==> config.mk <==
export PLATFORM = sky130hd
export DESIGN_NAME = layer_serializer
export DESIGN_NICKNAME = d
export VERILOG_FILES = /design/src/rtl/layer_serializer_pkg.sv /design/src/rtl/frame_buf.sv /design/src/rtl/layer_serializer.sv
export SDC_FILE = /design/constraint.sdc
export NUM_CORES = 1
export LEC_CHECK = 0
export CAP_MARGIN = 20
export CORE_ASPECT_RATIO = 1.1
export CORE_MARGIN = 2
export CORE_UTILIZATION = 45
export CTS_CLUSTER_SIZE = 25
export DETAILED_ROUTE_END_ITERATION = 10
export GPL_ROUTABILITY_DRIVEN = 0
export MAX_ROUTING_LAYER = met4
export PLACE_DENSITY_LB_ADDON = 0.2
export REMOVE_ABC_BUFFERS = 1
export SLEW_MARGIN = 15
export SYNTH_ARGS = -nofsm -noshare
export SYNTH_HDL_FRONTEND = slang
export SYNTH_HIERARCHICAL = 1
export SYNTH_SLANG_ARGS = --single-unit
==> constraint.sdc <==
create_clock -name clk -period 27.6 [get_ports clk]
set_clock_uncertainty 0.2 [all_clocks]
set_input_delay 4.14 -clock clk [delete_from_list [all_inputs] [get_ports clk]]
set_output_delay 4.14 -clock clk [all_outputs]
set_load 0.02 [all_outputs]
==> src/rtl/layer_serializer_pkg.sv <==
// rtl/layer_serializer_pkg.sv - shared layer constants, read-FSM states and index-width helper
package layer_serializer_pkg;

  localparam int dataWidth       = 16;
  localparam int numNeuronLayer1 = 30;
  localparam int numNeuronLayer2 = 30;
  localparam int numNeuronLayer3 = 10;

  typedef enum logic {
    ST_IDLE = 1'b0,
    ST_SEND = 1'b1
  } rd_state_e;

  // Ceiling log2 with a floor of 1 so single-entry indices still get a bit.
  function automatic int clog2(input int n);
    int r;
    r = 0;
    while ((1 << r) < n) r++;
    return (r == 0) ? 1 : r;
  endfunction

endpackage

==> src/rtl/frame_buf.sv <==
// rtl/frame_buf.sv - DEPTH-entry frame FIFO; head frame always visible on rd_data
module frame_buf
  import layer_serializer_pkg::*;
#(
  parameter int WIDTH = 16,
  parameter int DEPTH = 2
) (
  input  logic                         clk,
  input  logic                         rst_n,
  input  logic                         wr_en,
  input  logic [WIDTH-1:0]             wr_data,
  input  logic                         rd_en,
  output logic [WIDTH-1:0]             rd_data,
  output logic [clog2(DEPTH+1)-1:0]    count
);

  localparam int PW = clog2(DEPTH);
  localparam int CW = clog2(DEPTH + 1);
  localparam logic [PW-1:0] PTR_LAST = PW'(DEPTH - 1);

  logic [WIDTH-1:0] mem_q [DEPTH];
  logic [PW-1:0]    wr_ptr_q, wr_ptr_d;
  logic [PW-1:0]    rd_ptr_q, rd_ptr_d;
  logic [CW-1:0]    count_q, count_d;

  always_comb begin
    wr_ptr_d = wr_ptr_q;
    rd_ptr_d = rd_ptr_q;
    count_d  = count_q;
    if (wr_en) wr_ptr_d = (wr_ptr_q == PTR_LAST) ? '0 : wr_ptr_q + 1'b1;
    if (rd_en) rd_ptr_d = (rd_ptr_q == PTR_LAST) ? '0 : rd_ptr_q + 1'b1;
    // Simultaneous write and release leaves occupancy unchanged.
    case ({wr_en, rd_en})
      2'b10:   count_d = count_q + 1'b1;
      2'b01:   count_d = count_q - 1'b1;
      default: count_d = count_q;
    endcase
  end

  always_ff @(posedge clk or negedge rst_n) begin
    if (!rst_n) begin
      wr_ptr_q <= '0;
      rd_ptr_q <= '0;
      count_q  <= '0;
    end else begin
      wr_ptr_q <= wr_ptr_d;
      rd_ptr_q <= rd_ptr_d;
      count_q  <= count_d;
    end
  end

  always_ff @(posedge clk) begin
    if (wr_en) mem_q[wr_ptr_q] <= wr_data;
  end

  assign rd_data = mem_q[rd_ptr_q];
  assign count   = count_q;

endmodule

==> src/rtl/layer_serializer.sv <==
// rtl/layer_serializer.sv - parallel neuron frame to serial word stream
// Optional saturating drop counter output ovf_cnt under LAYER_SERIALIZER_OVF_CNT_EN.
module layer_serializer
  import layer_serializer_pkg::*;
#(
  parameter int NN         = numNeuronLayer1,
  parameter int DATA_WIDTH = dataWidth,
  parameter int NUM_BUF    = 2
) (
  input  logic                     clk,
  input  logic                     rst_n,
  input  logic                     in_valid,
  input  logic [NN*DATA_WIDTH-1:0] in_data,
  output logic                     in_ready,
  output logic [DATA_WIDTH-1:0]    out_data,
  output logic                     out_valid,
  input  logic                     out_ready,
  output logic                     out_last,
  output logic [clog2(NN)-1:0]     out_idx,
  output logic                     ovf
`ifdef LAYER_SERIALIZER_OVF_CNT_EN
  ,
  output logic [15:0]              ovf_cnt
`endif
);

  localparam int IW = clog2(NN);
  localparam int CW = clog2(NUM_BUF + 1);
  localparam logic [IW-1:0] IDX_LAST = IW'(NN - 1);
  localparam logic [CW-1:0] CNT_FULL = CW'(NUM_BUF);
  localparam logic [CW-1:0] CNT_ONE  = CW'(1);

  rd_state_e                state_q, state_d;
  logic [IW-1:0]            idx_q, idx_d;
  logic                     ovf_q, ovf_d;
  logic [NN*DATA_WIDTH-1:0] head_frame;
  logic [CW-1:0]            buf_count;
  logic                     capture, xfer, release_head;

  assign out_valid    = (state_q == ST_SEND);
  assign out_idx      = idx_q;
  assign out_last     = out_valid && (idx_q == IDX_LAST);
  assign xfer         = out_valid && out_ready;
  assign release_head = xfer && out_last;
  assign in_ready     = (buf_count != CNT_FULL) || release_head;
  assign capture      = in_valid && in_ready;
  assign out_data     = out_valid ? head_frame[int'(idx_q)*DATA_WIDTH +: DATA_WIDTH] : '0;
  assign ovf          = ovf_q;

  frame_buf #(
    .WIDTH (NN * DATA_WIDTH),
    .DEPTH (NUM_BUF)
  ) u_frame_buf (
    .clk     (clk),
    .rst_n   (rst_n),
    .wr_en   (capture),
    .wr_data (in_data),
    .rd_en   (release_head),
    .rd_data (head_frame),
    .count   (buf_count)
  );

  always_comb begin
    state_d = state_q;
    idx_d   = idx_q;
    ovf_d   = in_valid && !in_ready;
    if (xfer) idx_d = out_last ? '0 : idx_q + 1'b1;
    case (state_q)
      ST_IDLE: if (capture) state_d = ST_SEND;
      // Stay in SEND when another frame is queued or arriving on this same edge.
      ST_SEND: if (release_head && !capture && (buf_count == CNT_ONE)) state_d = ST_IDLE;
      default: state_d = ST_IDLE;
    endcase
  end

  always_ff @(posedge clk or negedge rst_n) begin
    if (!rst_n) begin
      state_q <= ST_IDLE;
      idx_q   <= '0;
      ovf_q   <= 1'b0;
    end else begin
      state_q <= state_d;
      idx_q   <= idx_d;
      ovf_q   <= ovf_d;
    end
  end

`ifdef LAYER_SERIALIZER_OVF_CNT_EN
  logic [15:0] ovf_cnt_q, ovf_cnt_d;

  always_comb begin
    ovf_cnt_d = ovf_cnt_q;
    if (ovf_d && (ovf_cnt_q != 16'hFFFF)) ovf_cnt_d = ovf_cnt_q + 16'd1;
  end

  always_ff @(posedge clk or negedge rst_n) begin
    if (!rst_n) ovf_cnt_q <= '0;
    else        ovf_cnt_q <= ovf_cnt_d;
  end

  assign ovf_cnt = ovf_cnt_q;
`endif

endmodule

==> flow_metrics.env <==
export IMPL_floorplan_die_width_um=287
export IMPL_maxCapViolations=0
export IMPL_startpoint_type="register"
export IMPL_final_core_util_pct=56.0
export IMPL_synth_area_um2=39600
export IMPL_via_per_inst=5.31
export IMPL_nFillCells=6837
export IMPL_rrSetupSlack_ns=21.74
export IMPL_slowest_delay_ns=1.02
export IMPL_finalHoldViolations=0
export IMPL_io_pins=509
export IMPL_numCtsBuffers=97
export IMPL_slew_viol_final=0
export IMPL_totalWireLength_um=94600
export IMPL_worstPathMaxFanout=141
export IMPL_fin_crit_sh_pct=41.4
export IMPL_cp_top_family="buffers and inverters"
export IMPL_crit_slowest_cell="dfrtp_4"
export IMPL_status="completed"
export IMPL_start_util_pct=45.3
export IMPL_crit_required_ns=23.26
export IMPL_avgSynthCellArea_um2=20.1
export IMPL_cp_end_kind="primary output"
export IMPL_rsz0062_at_grt="false"
export IMPL_synthCells=1967
export IMPL_remaining_drc_errors=0
export IMPL_crit_top_cell="buf_4"
export IMPL_cts_max_level=3
export IMPL_syn_to_final_growth_pct=23.7
export IMPL_layout_common_cells="edfxtp_1, clkdlybuf4s50_1, mux2_2, clkbuf_16, mux2_4"
export IMPL_setup_ws_ns=16.18
export IMPL_cts_setup_buffers=0
export IMPL_ir_worst_vdd_mv=0.0627
export IMPL_root_buffer="clkbuf_16"
export IMPL_grt_pass1_wl_um=136000
export IMPL_yosysWarnings=6
export IMPL_synth_cell_type_count=37
export IMPL_cts_tree="yes"
export IMPL_grt_max_degree=189
export IMPL_portBuffers=508
export IMPL_fp_row_count=114
export IMPL_power_leakage_nw=16.0
export IMPL_ys_ff_latch=971
export IMPL_ant_nets=0
export IMPL_drive_above_1_share_pct=31.2
export IMPL_grt_total_usage_pct=21.2
export IMPL_vias=19996
export IMPL_fmax_mhz=87.6
export IMPL_ys_seq_area_share_pct=73.4
export IMPL_slew_headroom_pct=15.3
export IMPL_min_period_ns=11.42
export IMPL_pre_cts_ws_ns=16.76
export IMPL_grt_antenna_before_repair=41
export IMPL_hp_class="register to register"
export IMPL_clock_path_buffers=3
export IMPL_worst_pin_slew_ns=1.27
export IMPL_layout_commonest_cell="edfxtp_1"
export IMPL_cts_resized=0
export IMPL_cts_sinks=971
export IMPL_clk_pin_slew_ns=0.06
export IMPL_core_area_um2=87600
export IMPL_dp_hpwl_um=60200
export IMPL_gr_total_overflow=0
export IMPL_die_y_um=315
export IMPL_die_area_um2=90500
export IMPL_ctsHoldBuffers=0
export IMPL_grt_pass1_vias=21419
export IMPL_first_iter_violations=1295
export IMPL_setup_viol=0
export IMPL_critical_path_class="register to primary output"
export IMPL_arrival_ns=7.08
export IMPL_power_density_nw_per_um2=98.6
export IMPL_nNetsFinal=2974
export IMPL_clk_latency_ns=0.65
export IMPL_wl_per_cell_um=25.1
export IMPL_crit_chain="buf_12, buf_4, buf_4, buf_4, mux2_2, mux4_2, mux2i_1, nor2_1, o311a_1, clkdlybuf4s50_1"
export IMPL_crit_buf_inv=5
export IMPL_first_pass_iters=5
-- cells in the mapped netlist --
cell type / instances / area, um2
xor2_1: 3 / 26.3
mux2_4: 90 / 1350
buf_2: 33 / 165
buf_6: 15 / 169
or2_2: 2 / 12.5
and4_1: 1 / 8.76
xnor2_1: 2 / 17.5
dfrtp_1: 11 / 275
mux4_2: 64 / 1440
a221oi_1: 16 / 140
o311a_1: 16 / 160
nor2_1: 23 / 86.3
a211oi_1: 32 / 240
mux2i_1: 16 / 160
o22ai_1: 32 / 200
nand2_1: 5 / 18.8
a21oi_1: 1 / 5.00
a21o_1: 1 / 7.51
clkbuf_2: 1 / 5.00
clkbuf_1: 29 / 109
o31ai_1: 18 / 135
a31oi_1: 1 / 6.26
nand4_1: 1 / 6.26
clkinv_1: 2 / 7.51
nand3_1: 2 / 10.0
buf_1: 4 / 15.0
mux2_2: 470 / 5290
edfxtp_1: 960 / 28800
and2_1: 3 / 18.8
nor3_1: 17 / 85.1
and3b_1: 1 / 8.76
ha_1: 3 / 37.5
inv_1: 2 / 7.51
buf_4: 32 / 240
nand2b_1: 3 / 18.8
o21ai_0: 21 / 105
nor2b_1: 34 / 213
-- layer usage --
layer,global-route usage [%],vias up,wire (um)
met3,4.19,135,5090
li1,-,9090,-
met1,25.1,10267,37400
met2,35.5,504,49200
met4,8.55,0,2900
met5,-,-,0
-- through the flow --
step	instances	instance area (um2)	hold slack (ns)	power (W)	TNS (ns)
final	3769	49000	0.314	0.00483	0
after global routing	3767	49000	0.323	0.00505	0
after CTS	3727	48900	0.320	0.00489	0
after detailed placement	3547	45800	0.311	0.00358	0
after global placement	3547	45800	0.280	0.00353	0
after floorplan	1853	38900	0.254	0.00358	-224.53
-- state kept, by name, indices dropped and copies added (netlist names) --
| register | cells |
|---|---|
| u_frame_buf/mem_q | 960 |
| out_idx | 5 |
| u_frame_buf/count | 2 |
| out_valid | 1 |
| ovf | 1 |
| u_frame_buf/rd_ptr_q | 1 |
| u_frame_buf/wr_ptr_q | 1 |
-- kinds of logic (layout without fill, tap and decap cells) --
kind of cell	Yosys count	after routing	synth area share [%]
simple gates	92	92	1.23
buf+inv	118	719	1.81
fa+ha+maj	3	3	0.0947
other cells	0	41	0
flops	971	971	73.4
xor+xnor	5	5	0.111
mux	640	640	20.8
compound gates	138	138	2.52
-- cell type report --
cell class	instances	area, um2	share of cell area [%]
clock buffer	121	2570	5.24
clock inverter	59	581	1.18
inverter	4	15.0	0.0306
tap	1160	1450	2.96
multi-input combinational	878	9830	20.1
sequential	971	29100	59.4
antenna	41	103	0.209
timing repair buffer	535	5360	10.9
-- report_power, final --
| group | switching, W | internal (W) |
|---|---|---|
| sequential | 0.000116 | 0.00202 |
| combinational | 0.000728 | 0.000664 |
| clock | 0.000550 | 0.000755 |
-- final timing paths --
check / startpoint / to / depth (start not counted)
min in group asynchronous: rst_n / ovf$_DFF_PN0_ / 1
max in group asynchronous: rst_n / out_idx[1]$_DFFE_PN0N_ / 1
min: u_frame_buf/count[1]$_DFFE_PN0P_ / u_frame_buf/count[1]$_DFFE_PN0P_ / 1
max reg2reg: out_idx[1]$_DFFE_PN0N_ / u_frame_buf/mem_q[1][0]$_DFFE_PP_ / 12
max: u_frame_buf/rd_ptr_q$_DFFE_PN0P_ / out_data[6] / 10
min reg2reg: u_frame_buf/count[1]$_DFFE_PN0P_ / u_frame_buf/count[1]$_DFFE_PN0P_ / 1
Power figures use the tool's default switching activity.
